## config.mk

```make
export PLATFORM = sky130hd
export DESIGN_NAME = pc_seq_unit
export DESIGN_NICKNAME = d
export VERILOG_FILES = /design/src/rtl/pc_seq_unit.sv
export SDC_FILE = /design/constraint.sdc
export NUM_CORES = 1
export LEC_CHECK = 0
export CORE_MARGIN = 2
export CORE_UTILIZATION = 55
export DETAILED_ROUTE_END_ITERATION = 12
export PLACE_DENSITY_LB_ADDON = 0.2
export SYNTH_ARGS = -nofsm -noshare
export SYNTH_HDL_FRONTEND = slang
export SYNTH_SLANG_ARGS = --single-unit
```

## constraint.sdc

```tcl
create_clock -name clk -period 3.7 [get_ports clk]
set_input_delay 0.74 -clock clk [delete_from_list [all_inputs] [get_ports clk]]
set_output_delay 0.74 -clock clk [all_outputs]
set_load 0.05 [all_outputs]
```

## src/rtl/pc_seq_unit.sv

```systemverilog
// rtl/pc_seq_unit.sv - IF-stage program-counter sequencer with RAS and RUN/HALTED FSM (optional trace: PC_TRACE_EN)
module pc_seq_unit #(
    parameter int                ADDR_W     = 16,
    parameter logic [ADDR_W-1:0] RESET_ADDR = '0,
    parameter int                INC        = 1,
    parameter int                RAS_DEPTH  = 4
) (
    input  logic              clk,
    input  logic              rst,
    input  logic              stall,
    input  logic              hlt,
    input  logic              br_taken,
    input  logic [ADDR_W-1:0] br_target,
    input  logic              jmp,
    input  logic              call,
    input  logic [ADDR_W-1:0] jmp_target,
    input  logic              ret,
    output logic [ADDR_W-1:0] iaddr,
    output logic              halted,
    output logic              ras_empty,
    output logic              ras_full,
    output logic              ras_ovf,
    output logic              ras_unf
);

    localparam int PTR_W = $clog2(RAS_DEPTH + 1);
    localparam int IDX_W = (RAS_DEPTH > 1) ? $clog2(RAS_DEPTH) : 1;

    typedef enum logic {
        ST_RUN,
        ST_HALTED
    } state_t;

    state_t             r_state;
    state_t             w_state_nxt;
    logic [ADDR_W-1:0]  r_iaddr;
    logic [ADDR_W-1:0]  w_iaddr_nxt;
    logic [ADDR_W-1:0]  w_seq;
    logic [ADDR_W-1:0]  r_ras [RAS_DEPTH];
    logic [PTR_W-1:0]   r_ptr;
    logic [PTR_W-1:0]   w_ptr_nxt;
    logic [IDX_W-1:0]   w_top_idx;
    logic [IDX_W-1:0]   w_push_idx;
    logic               r_empty;
    logic               r_full;
    logic               r_ovf;
    logic               r_unf;
    logic               w_push;
    logic               w_pop;
    logic               w_set_ovf;
    logic               w_set_unf;

    // Sequential successor wraps naturally at ADDR_W bits; it is also the pushed return address.
    assign w_seq      = r_iaddr + ADDR_W'(INC);
    assign w_top_idx  = IDX_W'(r_ptr - PTR_W'(1));
    assign w_push_idx = IDX_W'(r_ptr);

    // FSM state register; reset always returns to RUN.
    always_ff @(posedge clk) begin
        if (rst) r_state <= ST_RUN;
        else     r_state <= w_state_nxt;
    end

    // Next-state and one-action-per-cycle next-address selection, stall first.
    always_comb begin
        w_state_nxt = r_state;
        w_iaddr_nxt = r_iaddr;
        w_ptr_nxt   = r_ptr;
        w_push      = 1'b0;
        w_pop       = 1'b0;
        w_set_ovf   = 1'b0;
        w_set_unf   = 1'b0;
        if (r_state == ST_RUN && !stall) begin
            if (hlt) begin
                w_state_nxt = ST_HALTED;
            end else if (ret) begin
                if (!r_empty) begin
                    w_iaddr_nxt = r_ras[w_top_idx];
                    w_pop       = 1'b1;
                    w_ptr_nxt   = r_ptr - PTR_W'(1);
                end else begin
                    w_iaddr_nxt = w_seq;
                    w_set_unf   = 1'b1;
                end
            end else if (call) begin
                w_iaddr_nxt = jmp_target;
                if (!r_full) begin
                    w_push    = 1'b1;
                    w_ptr_nxt = r_ptr + PTR_W'(1);
                end else begin
                    w_set_ovf = 1'b1;
                end
            end else if (jmp) begin
                w_iaddr_nxt = jmp_target;
            end else if (br_taken) begin
                w_iaddr_nxt = br_target;
            end else begin
                w_iaddr_nxt = w_seq;
            end
        end
    end

    // PC, stack pointer, decoded occupancy flags and sticky error flags.
    always_ff @(posedge clk) begin
        if (rst) begin
            r_iaddr <= RESET_ADDR;
            r_ptr   <= '0;
            r_empty <= 1'b1;
            r_full  <= 1'b0;
            r_ovf   <= 1'b0;
            r_unf   <= 1'b0;
        end else begin
            r_iaddr <= w_iaddr_nxt;
            r_ptr   <= w_ptr_nxt;
            r_empty <= (w_ptr_nxt == '0);
            r_full  <= (w_ptr_nxt == PTR_W'(RAS_DEPTH));
            if (w_set_ovf) r_ovf <= 1'b1;
            if (w_set_unf) r_unf <= 1'b1;
        end
    end

    // Return-address storage; contents need no reset because the pointer guards them.
    always_ff @(posedge clk) begin
        if (!rst && w_push) r_ras[w_push_idx] <= w_seq;
    end

`ifdef PC_TRACE_EN
    // Simulation trace of address changes, halt entry and new stack errors.
    always @(posedge clk) begin
        if (rst) begin
            if (r_iaddr != RESET_ADDR) $display("Instruction address = %h", RESET_ADDR);
        end else begin
            if (w_iaddr_nxt != r_iaddr) $display("Instruction address = %h", w_iaddr_nxt);
            if (r_state == ST_RUN && w_state_nxt == ST_HALTED) $display("PC halted at %h", r_iaddr);
            if (w_set_ovf && !r_ovf) $display("RAS overflow at %h", r_iaddr);
            if (w_set_unf && !r_unf) $display("RAS underflow at %h", r_iaddr);
        end
    end
`else
`endif

    assign iaddr     = r_iaddr;
    assign halted    = (r_state == ST_HALTED);
    assign ras_empty = r_empty;
    assign ras_full  = r_full;
    assign ras_ovf   = r_ovf;
    assign ras_unf   = r_unf;

endmodule

```

# Yosys cells after proc, flatten, opt, wreduce, memory -nomap -nowiden
# Memory sizes are Yosys's and may differ from the RTL's.
# Cells that the tools add are included.
# word_totals
regBits	24
mem_count	1
ram_bits	64
word_cells	48
# memory_table
memory	words	word_bits	read_ports	rd_clocked_by_memory_dff	write_ports	line_no	source
r_ras	4	16	1	0	1	39	logic [ADDR_W-1:0] r_ras [RAS_DEPTH];
# classes
n_addsub	3
mux	27
n_eq_ne	1
n_reduce_logical	7
n_bitwise	2
# ops
op	n
$mux 16	5
$mux 3	6
$add 16x1->16 const B	1
$mux 1	16
$reduce_and 2->1	2
$add 3x1->3 const B	1
$eq 3x3->1 const B	1
$logic_not 3->1	1
$sub 3x1->3 const B	1
$logic_and 1x1->1	2
$logic_not 1->1	2
$not 1->1	2

# Logic depth before layout (Yosys ltp)
# Gate-level depths: netlist (run 1).
# logic_depth
depth_word	8
mapped_depth	10
mapped_depth_nobuf	7

# Worst setup path after synthesis (run 1)
# No wires, ideal clock.
# synth_path
path_kind	register to register
start	register r_ptr[0]
end	register r_iaddr[2] (netlist: iaddr[2])
n_path_buf	4
arrival_ns	2.380
path_stages_with_launch	10
required_ns	3.564
path_slack_ns	1.185
path_cell_list	dfxtp_1 -> buf_2 -> buf_4 -> inv_1 -> ha_1 -> buf_2 -> buf_1 -> mux4_2 -> o2111ai_1 -> o311ai_1
# synth_via
elab_chain_len	4
# synth_lines
item	line_no	source
start, declared	40	logic [PTR_W-1:0] r_ptr;
start signal, assigned	114	r_ptr <= w_ptr_nxt;
$sub 3x1->3	n/a	
$mem_v2 4x16	n/a	
$mux 16	77	if (!r_empty) begin
$mux 16	76	end else if (ret) begin
end signal, assigned	113	r_iaddr <= w_iaddr_nxt;
end, declared	36	logic [ADDR_W-1:0] r_iaddr;
# No other way between the ends.
# A chain may end at the register's enable or synchronous reset.

# Final worst setup path (run 1)
# layout_path
start	register r_iaddr[0] (netlist: iaddr[0])
end	output port iaddr[0]
# layout_lines
item	line_no	source
end, declared	18	output logic [ADDR_W-1:0] iaddr,
# No word-level cell between the ends.

==> flow_summary_export.csv, run 1 <==
group,metric,value,unit
floorplanning,rows,32,
cts,cts_buffer_depth,2,
worst_setup_path,crit_end,"iaddr[0]",
cts,hold_buffers,0,
finish,final-seq-area,2400,µm²
grt,grt_pass1_wl,17.5,mm
finish,area_growth,21.7,%
finish,diodes,0,
finish,drive_gt1_share,12.8,%
logic_synthesis,synthArstFlopShare,0,%
floorplanning,dieArea,8620,µm²
timing,final.setup.worst_slack,1170,ps
worst_setup_path,r2r_start,"iaddr[0]$_SDFFE_PP0P_",
timing,final_hold_viol_count,0,
finish,multi_input_area,1800,µm²
logic_synthesis,ys_seq_elements,88,
cts,cts_sinks,88,
grt,grt_max_degree,24,
cts,tritoncts.num_buffers,9,
worst_setup_path,r2r_cells,6,
worst_setup_path,end_kind,"output pin",
logic_synthesis,synthFlopType,"edfxtp_1",
drt,vias_per_cell,6.32,
logic_synthesis,syn-instance-count,370,
grt,overflow,0,
worst_setup_path,cp.arrival,1790,ps
worst_setup_path,worstSetupStartpoint,"iaddr[0]$_SDFFE_PP0P_",
cts,cts_tree,"yes",
worst_setup_path,rrSetupSlack,1320,ps
finish,num-fill-cells,610,
power,ir_drop,0.337,mV
cts,cts-htree-levels,3,
cts,cts_setup_buffers,0,
finish,nNetsFinal,476,
placement,hpwl,7.65,mm
logic_synthesis,syn_area_per_cell,11.7,µm²
worst_setup_path,path_class,"reg -> out",
hold_path,min_path_type,"reg -> reg",
finish,final_common_cell,"edfxtp_1",
worst_setup_path,critPathMaxFanout,10,
cts,path_clk_slew,90,ps
drt,drt-initial-drc-count,334,
floorplanning,start_util,56.5,%
status,run_status,"complete, no violations",
worst_setup_path,crit_family,"buffers and inverters",
worst_setup_path,slowest_delay,870,ps
timing,fin_setup_tns,0,ps
worst_setup_path,cp.depth,1,
drt,ant_nets,0,
floorplanning,io_pins,61,
logic_synthesis,synth_cell_types,63,
worst_setup_path,worst_path_max_delay_cell,"clkdlybuf4s50_1",
logic_synthesis,yosysSeqAreaShare,55.3,%
drt,dr.pass1.iters,5,
timing,fmax,0.396,GHz
job,cap_violations,0,
drt,avgRoutedWirePerCell,20.9,µm
worst_setup_path,startpoint_type,"register",
timing,maxSlewHeadroom,50.8,%
floorplanning,die_x,92.8,µm
grt,grtUsageTotal,27.4,%
worst_setup_path,cp.required,2960,ps
power,p_leak,1.77,nW
logic_synthesis,netlist_area,4340,µm²
grt,antenna_found_initial,0,
worst_setup_path,rr_endpoint,"iaddr[14]$_SDFFE_PP0P_",
worst_setup_path,cp_num_buf_inv,1,
power,power_density,391,nW/µm²
placement,io_buffer_count,60,
grt,grt_pass1_vias,3317,
drt,drc,0,
timing,fin_worst_skew,11.5,ps
timing,hold_ws,483,ps
logic_synthesis,ys_warn_count,0,
cts,cts_resized,0,
drt,wirelength,11.2,mm
timing,rsz0062_at_grt,"no",
timing,fin_crit,2530,ps
worst_setup_path,path_cells,"clkdlybuf4s50_1",
logic_synthesis,synth_enable_flop_cells,64,
floorplanning,dieHeight,92.8,µm
finish,final_cell_mix,"64 x edfxtp_1, 60 x clkdlybuf4s50_1, 29 x nand2_1",
timing,worst_pin_slew,738,ps
timing,drv_slew,0,
timing,setup_viol_count_final,0,
drt,num_vias,3402,
cts,clock_latency,370,ps
logic_synthesis,synth_nets,415,
floorplanning,core_area,7690,µm²
placement,routabilityCongestion,0.934,
cts,root_buffer,"clkbuf_8",
timing,fin_crit_sh,68.3,%
placement,dp_slack,877,ps
## flip-flops by register name, indices dropped and copies added (netlist names)
name and count:
ras_unf 1, iaddr 16, ras_empty 1, r_ptr 3, halted 1, r_ras 64, ras_full 1, ras_ovf 1
## Yosys cell counts, types with 7 or more instances
cell	count	area (µm²)
a21oi_1	24	120
dfxtp_1	24	480
inv_1	13	48.8
mux4_2	16	360
clkbuf_1	13	48.8
nand3_1	14	70.1
edfxtp_1	64	1920
xnor2_1	11	96.3
nand2_1	29	109
buf_2	7	35.0
nor3_1	11	55.1
o21ai_0	10	50.1
nor2_1	28	105
## per-layer routing
| layer | wire, µm | vias up | global-route usage, % |
|---|---|---|---|
| met4 | 329 | 0 | 12.6 |
| met3 | 898 | 28 | 5.94 |
| met5 | 0 | - | 0 |
| met2 | 5490 | 193 | 43.8 |
| li1 | - | 1528 | - |
| met1 | 4530 | 1653 | 35.9 |
## final cells by class
cell class | instances | share of cell area, %
multi-input cells | 245 | 34.0
inverters | 13 | 0.923
clock inverters | 6 | 1.28
flip-flops and latches | 88 | 45.5
repair buffers | 74 | 13.4
clock buffers | 10 | 2.60
well taps | 102 | 2.41
## power breakdown
group	internal [mW]	switching (mW)	total, mW	leakage (nW)
sequential	1.07	0.0231	1.09	0.778
combinational	0.118	0.166	0.284	0.887
clock	0.333	0.353	0.686	0.101
## how the worst min path moves through the flow
stage	startpoint	endpoint	slack [ps]	depth (start not counted)
after floorplan	r_ptr[2]$_SDFF_PP0_	r_ptr[2]$_SDFF_PP0_	520	2
after global placement	ras_ovf$_SDFFE_PP0P_	ras_ovf$_SDFFE_PP0P_	450	2
after detailed placement	ras_ovf$_SDFFE_PP0P_	ras_ovf$_SDFFE_PP0P_	470	2
after CTS	ras_ovf$_SDFFE_PP0P_	ras_ovf$_SDFFE_PP0P_	490	2
after global routing	ras_ovf$_SDFFE_PP0P_	ras_ovf$_SDFFE_PP0P_	520	2
final	ras_ovf$_SDFFE_PP0P_	ras_ovf$_SDFFE_PP0P_	480	2
## logic make-up (layout without fill, tap and decap cells)
family / after synthesis / in the layout / synth area share (%)
DFF: 88 / 88 / 55.3
and+or+nand+nor: 121 / 121 / 14.4
xor gates and xnor gates: 15 / 15 / 3.03
buffers and inverters: 37 / 103 / 3.49
adders and majority gates: 5 / 5 / 1.44
muxes: 23 / 23 / 9.94
AOI/OAI and AO/OA: 81 / 81 / 12.4
## per-stage QoR
stage	cells	instance area [µm²]	util, %	power [mW]
2_1_floorplan	370	4340	-	1.28
3_3_place_gp	522	5080	66.1	1.39
3_5_place_dp	522	5080	66.1	1.40
4_1_cts	538	5290	68.8	2.07
5_1_grt	538	5290	68.8	2.13
6_report	538	5290	68.8	2.06
No activity file was read; power rests on OpenSTA's default activity.
==> run 2, diff against run 1 <==
--- a/config.mk
+++ b/config.mk
@@ -6,7 +6,7 @@
 export NUM_CORES = 1
 export LEC_CHECK = 0
 export CORE_MARGIN = 2
-export CORE_UTILIZATION = 55
+export CORE_UTILIZATION = 49
 export DETAILED_ROUTE_END_ITERATION = 12
 export PLACE_DENSITY_LB_ADDON = 0.2
 export SYNTH_ARGS = -nofsm -noshare
==> constraint.sdc (replaced) <==
create_clock -name clk -period 2.2 [get_ports clk]
set_input_delay 0.44 -clock clk [delete_from_list [all_inputs] [get_ports clk]]
set_output_delay 0.44 -clock clk [all_outputs]
set_load 0.05 [all_outputs]
==> flow_summary_export.csv, run 2 (same netlist as run 1, synthesis figures left out) <==
group,metric,value,unit
drt,num_vias,3549,
timing,fin_crit,2140,ps
grt,use_met1,33.9,%
finish,largest_reg_flops,64,
grt,grt_pass1_wl,19.1,mm
worst_setup_path,crit_family,"buffers and inverters",
placement,dp_cells,567,
cts,path_clk_slew,100,ps
drt,drc,0,
timing,final_hold_viol_count,0,
cts,hold_buffers,0,
floorplanning,io_pins,61,
placement,routabilityCongestion,0.900,
timing,hold_ws,476,ps
grt,busiest_layer,"met2",
timing,fin_crit_sh,97.1,%
worst_setup_path,cp.required,1760,ps
power,total_power,3.50,mW
finish,final_cell_mix,"64 x edfxtp_1, 55 x clkdlybuf4s50_1, 50 x buf_4",
power,ir_drop,0.506,mV
timing,fin_worst_skew,12.7,ps
power,combPwrFrac,15.4,%
grt,gr-usage-met2,43.9,%
power,seq_power_share,52.5,%
timing,rsz0062_at_grt,"no",
grt,grt_max_degree,24,
power,switchingPower,1.01,mW
worst_setup_path,cp.arrival,1700,ps
floorplanning,core_area,8640,µm²
power,p_int,2.49,mW
finish,diodes,0,
power,power_frac_clock,32.1,%
finish,drive_gt1_share,20.8,%
power,power_density,622,nW/µm²
drt,avgRoutedWirePerCell,21.1,µm
worst_setup_path,path_class,"reg -> out",
status,run_status,"complete, no violations",
placement,hpwl,8.92,mm
hold_path,min_path_type,"reg -> reg",
grt,grt_pass1_vias,3500,
worst_setup_path,end_kind,"output pin",
grt,grtUsageTotal,26.0,%
grt,overflow,0,
timing,fmax,0.468,GHz
cts,cts_setup_buffers,0,
finish,nNetsFinal,515,
finish,area_growth,29.7,%
finish,regMostFlops,"r_ras",
timing,worst_pin_slew,538,ps
cts,cts_tree,"yes",
timing,setup_viol_count_final,0,
drt,dr.pass1.iters,5,
cts,tritoncts.num_buffers,9,
power,p_leak,2.01,nW
floorplanning,die_x,98.1,µm
finish,final_common_cell,"edfxtp_1",
worst_setup_path,cp_num_buf_inv,1,
power,swShare,28.8,%
hold_path,hp-start,"ras_ovf$_SDFFE_PP0P_",
job,cap_violations,0,
floorplanning,dieArea,9630,µm²
floorplanning,rows,34,
grt,use_met3,4.58,%
placement,io_buffer_count,60,
drt,drt-initial-drc-count,196,
drt,wirelength,12.3,mm
worst_setup_path,worst_path_max_delay_cell,"clkdlybuf4s50_1",
finish,fin_cells,583,
worst_setup_path,worstSetupStartpoint,"iaddr[15]$_SDFFE_PP0P_",
timing,maxSlewHeadroom,64.0,%
grt,antenna_found_initial,0,
timing,drv_slew,0,
floorplanning,dieHeight,98.1,µm
placement,placed_area,5430,µm²
drt,vias_per_cell,6.09,
worst_setup_path,r2r_start,"iaddr[0]$_SDFFE_PP0P_",
cts,cts-htree-levels,3,
cts,cts_buffer_depth,2,
worst_setup_path,slowest_delay,850,ps
cts,cts_sinks,88,
cts,root_buffer,"clkbuf_8",
finish,num-fill-cells,669,
worst_setup_path,path_cells,"clkdlybuf4s50_1",
worst_setup_path,startpoint_type,"register",
floorplanning,start_util,50.3,%
finish,final_cell_area,5630,µm²
cts,clock_latency,370,ps
worst_setup_path,critPathMaxFanout,7,
drt,ant_nets,0,
## run 2: cell count changes in the layout (fill, tap and decap cells not counted), sizes merged
cell           before  now
inv                14   17
clkbuf             10    9
buf                14   54
clkdlybuf4s50      60   55
clkinv              3    2
dlymetal6s2s        0    2
bufinv              1    0
dlygate4sd2         0    2
## run 2: final timing paths
path / end / slack, ps / cells after the start
hold reg to reg: ras_ovf$_SDFFE_PP0P_ / 480 / 2
setup reg to reg: iaddr[8]$_SDFFE_PP0P_ / 170 / 7
hold / removal: ras_ovf$_SDFFE_PP0P_ / 480 / 2
setup / recovery: iaddr[15] / 60 / 1
## run 2: area by class of cell
type                            count  area [µm²]  share of cell area, %
Tap cell                          108         135                   2.40
Clock buffer                        9         124                   2.20
Inverter                           13        48.8                  0.866
Multi-Input combinational cell    245        1800                   31.9
Sequential cell                    88        2400                   42.7
Timing Repair Buffer              113        1050                   18.6
Clock inverter                      7        75.1                   1.33
## run 2: through the flow
stage	setup slack (ps)	utilization, %	setup TNS [ps]
after floorplan	7.93	-	0
after global placement	-39.0	62.9	-2170
after detailed placement	-65.3	62.9	-3480
after CTS	1.57	65.2	0
after global routing	4.70	65.2	0
final	64.5	65.2	0
## run 2: power by group through the flow
stage | clock (mW) | combinational (mW) | sequential [mW]
after detailed placement | 0 | 0.536 | 1.87
after floorplan | 0 | 0.216 | 1.94
final | 1.12 | 0.540 | 1.84
after global routing | 1.19 | 0.577 | 1.84
after CTS | 1.13 | 0.538 | 1.84
after global placement | 0 | 0.532 | 1.87
## run 2: timing repair
item	in CTS	in global routing
endpoints found under the setup margin	2	2
endpoints found under the hold margin	0	0
resized for setup	2	2
## run 2: metal layers
metal | routed length (µm) | share of wire (%)
met3 | 1050 | 8.5
met2 | 6130 | 50
met5 | 0 | 0
met1 | 4850 | 39
met4 | 281 | 2.3
